`config.mk`:
```
export PLATFORM = sky130hd
export DESIGN_NAME = alu_mul_sequencer
export DESIGN_NICKNAME = d
export VERILOG_FILES = /design/src/rtl/alu_pkg.sv /design/src/rtl/alu_mul_sequencer_operand_regs.sv /design/src/rtl/alu_mul_sequencer.sv
export SDC_FILE = /design/constraint.sdc
export NUM_CORES = 1
export LEC_CHECK = 0
export ABC_AREA = 1
export CAP_MARGIN = 40
export CORE_MARGIN = 4
export CORE_UTILIZATION = 30
export CTS_CLUSTER_SIZE = 40
export DETAILED_ROUTE_END_ITERATION = 12
export PLACE_DENSITY_LB_ADDON = 0.1
export SLEW_MARGIN = 20
export SYNTH_ARGS = -nofsm -noshare
export SYNTH_HDL_FRONTEND = slang
export SYNTH_SLANG_ARGS = --single-unit
```
`constraint.sdc`:
```
create_clock -name clk -period 8.2 [get_ports clk]
set_input_delay 2.05 -clock clk [delete_from_list [all_inputs] [get_ports clk]]
set_output_delay 2.05 -clock clk [all_outputs]
set_load 0.01 [all_outputs]
```
`src/rtl/alu_pkg.sv`:
```
// Shared ALU definitions: function codes, multiply-sequencer states and widths.
package alu_pkg;

    localparam int BUS_W     = 32;
    localparam int MUL_CNT_W = $clog2(BUS_W) + 1;

    localparam logic [3:0] ALUFUN_ADD = 4'b0100;

    typedef enum logic [1:0] {
        IDLE,
        ITER,
        DONE
    } mul_state_t;

endpackage

```
`src/rtl/alu_mul_sequencer_operand_regs.sv`:
```
// Accumulator, multiplicand and multiplier registers for the shift-add multiply loop.
module mul_operand_regs #(
    parameter int bus = 32
) (
    input  logic           clk,
    input  logic           reset,
    input  logic           load,
    input  logic [bus-1:0] load_acc,
    input  logic [bus-1:0] load_mcand,
    input  logic [bus-1:0] load_mplier,
    input  logic           shift,
    input  logic           acc_we,
    input  logic [bus-1:0] acc_in,
    output logic [bus-1:0] acc,
    output logic [bus-1:0] mcand,
    output logic [bus-1:0] mplier
);

    logic [bus-1:0] acc_q,    acc_d;
    logic [bus-1:0] mcand_q,  mcand_d;
    logic [bus-1:0] mplier_q, mplier_d;

    always_comb begin
        acc_d    = acc_q;
        mcand_d  = mcand_q;
        mplier_d = mplier_q;
        if (load) begin
            acc_d    = load_acc;
            mcand_d  = load_mcand;
            mplier_d = load_mplier;
        end else begin
            if (acc_we) acc_d = acc_in;
            if (shift) begin
                mcand_d  = mcand_q << 1;
                mplier_d = mplier_q >> 1;
            end
        end
    end

    // NOTE: state registers use non-blocking assignments so every flop samples pre-edge values.
    always_ff @(posedge clk or posedge reset) begin
        if (reset) begin
            acc_q    <= '0;
            mcand_q  <= '0;
            mplier_q <= '0;
        end else begin
            acc_q    <= acc_d;
            mcand_q  <= mcand_d;
            mplier_q <= mplier_d;
        end
    end

    assign acc    = acc_q;
    assign mcand  = mcand_q;
    assign mplier = mplier_q;

endmodule

```
`src/rtl/alu_mul_sequencer.sv`:
```
// ARMv4 MUL/MLA sequencer that borrows the shared ALU adder for a shift-add loop.
// Define MUL_EARLY_TERM_EN to leave the loop once the remaining multiplier is zero.
module alu_mul_sequencer
    import alu_pkg::*;
#(
    parameter int         bus     = BUS_W,
    parameter logic [3:0] ADD_FUN = ALUFUN_ADD
) (
    input  logic           clk,
    input  logic           reset,
    input  logic           start,
    input  logic           accumulate,
    input  logic [bus-1:0] rm,
    input  logic [bus-1:0] rs,
    input  logic [bus-1:0] rn,
    output logic           ready,
    output logic           stall,
    output logic           alu_sel,
    output logic [3:0]     alu_fun,
    output logic [bus-1:0] alu_a,
    output logic [bus-1:0] alu_b,
    input  logic [bus-1:0] alu_y,
    output logic           done,
    output logic [bus-1:0] result,
    output logic           n_flag,
    output logic           z_flag
);

    localparam logic [MUL_CNT_W-1:0] LAST_ITER = MUL_CNT_W'(bus - 1);

    mul_state_t           state_q, state_d;
    logic [MUL_CNT_W-1:0] cnt_q,   cnt_d;
    logic [bus-1:0]       result_q, result_d;
    logic                 n_q, n_d;
    logic                 z_q, z_d;

    logic           load, shift, acc_we, last_iter;
    logic [bus-1:0] acc, mcand, mplier;

    mul_operand_regs #(.bus(bus)) u_operand_regs (
        .clk         (clk),
        .reset       (reset),
        .load        (load),
        .load_acc    (accumulate ? rn : '0),
        .load_mcand  (rm),
        .load_mplier (rs),
        .shift       (shift),
        .acc_we      (acc_we),
        .acc_in      (alu_y),
        .acc         (acc),
        .mcand       (mcand),
        .mplier      (mplier)
    );

    // NOTE: every always_comb output gets a default first so no path infers a latch.
    always_comb begin
        state_d   = state_q;
        cnt_d     = cnt_q;
        result_d  = result_q;
        n_d       = n_q;
        z_d       = z_q;
        load      = 1'b0;
        shift     = 1'b0;
        acc_we    = 1'b0;
        last_iter = 1'b0;
        alu_sel   = 1'b0;
        alu_fun   = '0;
        alu_a     = '0;
        alu_b     = '0;
        done      = 1'b0;

        unique case (state_q)
            IDLE: begin
                if (start) begin
                    load  = 1'b1;
                    cnt_d = '0;
`ifdef MUL_EARLY_TERM_EN
                    state_d = (rs == '0) ? DONE : ITER;
`else
                    state_d = ITER;
`endif
                end
            end
            ITER: begin
                alu_sel   = 1'b1;
                alu_fun   = ADD_FUN;
                alu_a     = acc;
                alu_b     = mcand;
                shift     = 1'b1;
                acc_we    = mplier[0];
                cnt_d     = cnt_q + 1'b1;
                last_iter = (cnt_q == LAST_ITER);
`ifdef MUL_EARLY_TERM_EN
                last_iter = last_iter || ((mplier >> 1) == '0);
`endif
                if (last_iter) state_d = DONE;
            end
            DONE: begin
                done     = 1'b1;
                result_d = acc;
                n_d      = acc[bus-1];
                z_d      = (acc == '0);
                state_d  = IDLE;
            end
            default: state_d = IDLE;
        endcase
    end

    always_ff @(posedge clk or posedge reset) begin
        if (reset) begin
            state_q  <= IDLE;
            cnt_q    <= '0;
            result_q <= '0;
            n_q      <= 1'b0;
            z_q      <= 1'b0;
        end else begin
            state_q  <= state_d;
            cnt_q    <= cnt_d;
            result_q <= result_d;
            n_q      <= n_d;
            z_q      <= z_d;
        end
    end

    // Result is presented live in DONE and held afterwards for the pipeline.
    assign result = result_d;
    assign n_flag = n_d;
    assign z_flag = z_d;
    assign ready  = (state_q == IDLE);
    assign stall  = (state_q == ITER) || ((state_q == IDLE) && start);

endmodule

```
==> results.txt <==
The remaining global-route overflow came out at 0. The core region is 21800 um2. The number of unique standard cell types used by synthesis is 26. The worst path meets setup with 2690 ps of slack. Measured against its own limit, the worst slew margin works out to 56.5%. The worst setup path startpoint is start. The arrival time at the worst endpoint is 3460 ps. The die width is 156 um. The switching fraction of total power came out at 35.6%. The global-route usage over all layers came out at 16.3%.

The maximum number of pins on one net before global-route repair came out at 73. The peak per-stage delay on the critical path is 540 ps. For this run, global-route usage on met1 was measured as 22.6%. The first global-routing pass estimated 31600 um of wire. The area added between synthesis and finish came out at 48.2%. The clock network latency to the later pin of the worst-skew pair is 410 ps.

The total area of multi-input combinational cells came out at 2500 um2. The sum of routed wire length over all layers came out at 20100 um. In this run the remaining antenna-violating nets after routing total 0. The total of hold buffers inserted after clock tree synthesis is 0.

The final hold violation count came out at 0. The maximum VDD drop came out at 0.161 mV. The cell-internal power came out at 2.23 mW. The initialized floorplan defines 54 standard-cell rows. The slowest stage of the critical path belongs to the cell sky130_fd_sc_hd__clkdlybuf4s50_1.

The number of enable-type register cells in the synthesized netlist is 0. The count of buffers added on input and output ports is 234. Traced cell by cell, the critical path runs through clkdlybuf4s50_1 -> nand2_4 -> nand2_2 -> clkdlybuf4s50_1. Of the available clock period, the critical path in the final layout requires 67.2%. The relative contribution of the clock network to total power is 24.6%.

Of all flip-flops after synthesis, the portion carrying an async set or reset was 100%. By count the netlist is led by sky130_fd_sc_hd__nand2_1 (196), sky130_fd_sc_hd__dfrtp_1 (138), sky130_fd_sc_hd__o21ai_0 (118). The category of the worst setup path capture point is an output port.

The root cell of the clock tree is sky130_fd_sc_hd__clkbuf_16. The combinational share of power came out at 44.0%. The initial antenna violation count is 1.

The startpoint identified for the worst hold timing path is result_q[31]. The global routing stage identified its most utilized layer as met2. The number of iterations in the first detailed-routing pass came out at 5. In the synthesized netlist, the number of instances is 831. The clock-pin slew reported for the worst setup and hold paths after clock tree synthesis came out at 60 ps.

Across the routed clock network, the largest skew measured is 9.90 ps. The cell repeated most along the worst path is sky130_fd_sc_hd__clkdlybuf4s50_1. Of all cell types, the one taking the most synthesized area is sky130_fd_sc_hd__dfrtp_1. The die covers 24400 um2. The routed wirelength normalized by instance count is 15.1 um. The post-cts resize count is 0. Buffers added to address setup during post-CTS repair amount to 0.

The most used flip-flop cell after synthesis is sky130_fd_sc_hd__dfrtp_1. Setup repair after global routing left no endpoint under its margin. The number of vias after detailed routing came out at 5980. The detailed-placement wirelength estimate is 14100 um. The level count of the clock H-tree is 4. Counting along the longest clock path gives a buffer depth of 2. The setup TNS came out at 0 ps. Per report_power, the sequential group accounts for 31.4% of the total. The flip-flop and latch count after synthesis came out at 138.

The flow ran to the end, and the final reports show no timing, DRC or antenna violations. The via-per-instance ratio came out at 4.49. The number of buffers created by CTS is 17.

The netlist area before placement is 6600 um2. The DRC violation count after routing came out at 0. The proportion of netlist area held by the largest area contributor came out at 52.3%. The final count of pins violating max slew is 0. 238 I/O pins were placed. The yosys synthesis warning count is 0. By instance count, the leading cell after synthesis is sky130_fd_sc_hd__nand2_1. The maximum clock frequency is 181 MHz. Fill cells in the final layout number 2179. The actual slew at the worst max-slew pin is 653 ps. Sorting the synthesized cells by area gives the leading types as sky130_fd_sc_hd__dfrtp_1 (52%), sky130_fd_sc_hd__nand2_1 (11%), sky130_fd_sc_hd__o21ai_0 (8.9%). The worst slack at placement is 2660 ps. The reported max-cap violation count is 0.

The setup violation total in the final timing report is 0. The initial core utilization came out at 30.3%. The global-route met3 utilization is 3.43%. The TritonCTS clock tree is yes. The power per cell area is 355 nW/um2.

The post-synthesis sequential area ratio is 52.3%. The net count of the finished layout is 1170. The number of clock sinks came out at 138. The static leakage is 4.25 nW. In this run the worst hold path is classified as reg -> reg. The average footprint of a synthesized cell came out at 7.94 um2. The startpoint identified for the worst register-to-register timing path is state_q[0]. In the global route stage, met2 resource usage came out at 25.5%. By startpoint and endpoint, the worst setup path is classified as in -> out.

The fraction of layout instances using a drive strength above 1 came out at 4.86%. Routability-driven placement finished with a final weighted congestion of 0.768. The die boundary height came out at 156 um. STA classifies the critical path startpoint as a primary input. The via count of the first global-routing pass is 5631.

The number of DRC violations after detailed-routing iteration 0 is 385. The clock period minus final worst setup slack is 5510 ps. The total net switching power is 1.24 mW. At the worst endpoint, the required time is 6150 ps. The maximum fanout along the worst path is 37. Registers take 3450 um2.
==> per-stage QoR <==
stage          power (mW)  hold slack [ps]  std cells  utilization [%]  area (um2)
6_report             3.47              465       1331             45.0        9780
5_1_grt              3.74              495       1331             45.0        9780
4_1_cts              3.52              469       1329             44.9        9760
3_5_place_dp         2.65              451       1297             41.9        9100
3_3_place_gp         2.62              448       1294             41.5        9040
2_1_floorplan        1.95              429        833                -        6610
==> logic make-up after synthesis <==
kind of cell / Yosys count / share of synthesized area, %
simple gates: 312 / 18.7
compound gates: 228 / 18.5
buf+inv: 149 / 9.86
flops: 138 / 52.3
fa+ha+maj: 1 / 0.190
other cells: 1 / 0.0568
xor+xnor: 1 / 0.133
mux: 1 / 0.152
==> worst paths after layout <==
kind                                 to  slack [ps]  cells after the start
max                               stall        2690                      4
min                        result_q[31]         460                      2
max reg2reg                    cnt_q[5]        5460                      8
min reg2reg                result_q[31]         460                      2
max in group asynchronous           n_q        4980                      4
min in group asynchronous   result_q[4]        2090                      2
==> cells in the final DEF (no fill, tap or decap), types with 17 or more instances in the layout <==
master and n:
sky130_fd_sc_hd__o21ai_1 76, sky130_fd_sc_hd__dfrtp_1 138, sky130_fd_sc_hd__inv_1 84, sky130_fd_sc_hd__clkdlybuf4s50_1 234, sky130_fd_sc_hd__nand2_1 196, sky130_fd_sc_hd__clkbuf_16 17
sky130_fd_sc_hd__o21ai_0 118, sky130_fd_sc_hd__o211ai_1 31, sky130_fd_sc_hd__nand3_1 24, sky130_fd_sc_hd__nor2_1 85
==> metal layers <==
| layer | up-vias | share of wire [%] |
|---|---|---|
| met3 | 17 | 5.7 |
| met2 | 164 | 47 |
| met1 | 2717 | 46 |
| met5 | - | 0 |
| li1 | 3082 | - |
| met4 | 0 | 1.6 |
==> flip-flops by register name, summed over array words and instances, names as in the netlist <==
register,flops
result_q,32
u_operand_regs.acc,32
u_operand_regs.mcand,32
u_operand_regs.mplier,32
cnt_q,6
state_q,2
n_q,1
z_q,1
==> critical path, delay by kind of cell <==
family	cells	cell delay [ps]
buffers and inverters	2	1040
AND/OR/NAND/NOR	2	350
==> layout make-up <==
class | instances | area share (%)
diodes | 1 | 0.0256
flip-flops and latches | 138 | 35.3
repair buffers | 244 | 25.3
inverters | 90 | 3.51
multi-input cells | 546 | 25.6
clock buffers | 21 | 4.71
clock inverters | 11 | 1.97
well taps | 280 | 3.58
==> power by group through the flow <==
stage	Sequential, mW	Clock [mW]	Combinational, mW
4_1_cts	1.09	0.873	1.55
3_5_place_dp	1.10	0	1.55
2_1_floorplan	1.07	0	0.878
5_1_grt	1.13	0.900	1.71
3_3_place_gp	1.10	0	1.52
6_report	1.09	0.854	1.53
Note: power is estimated with default switching activity, not from simulation.
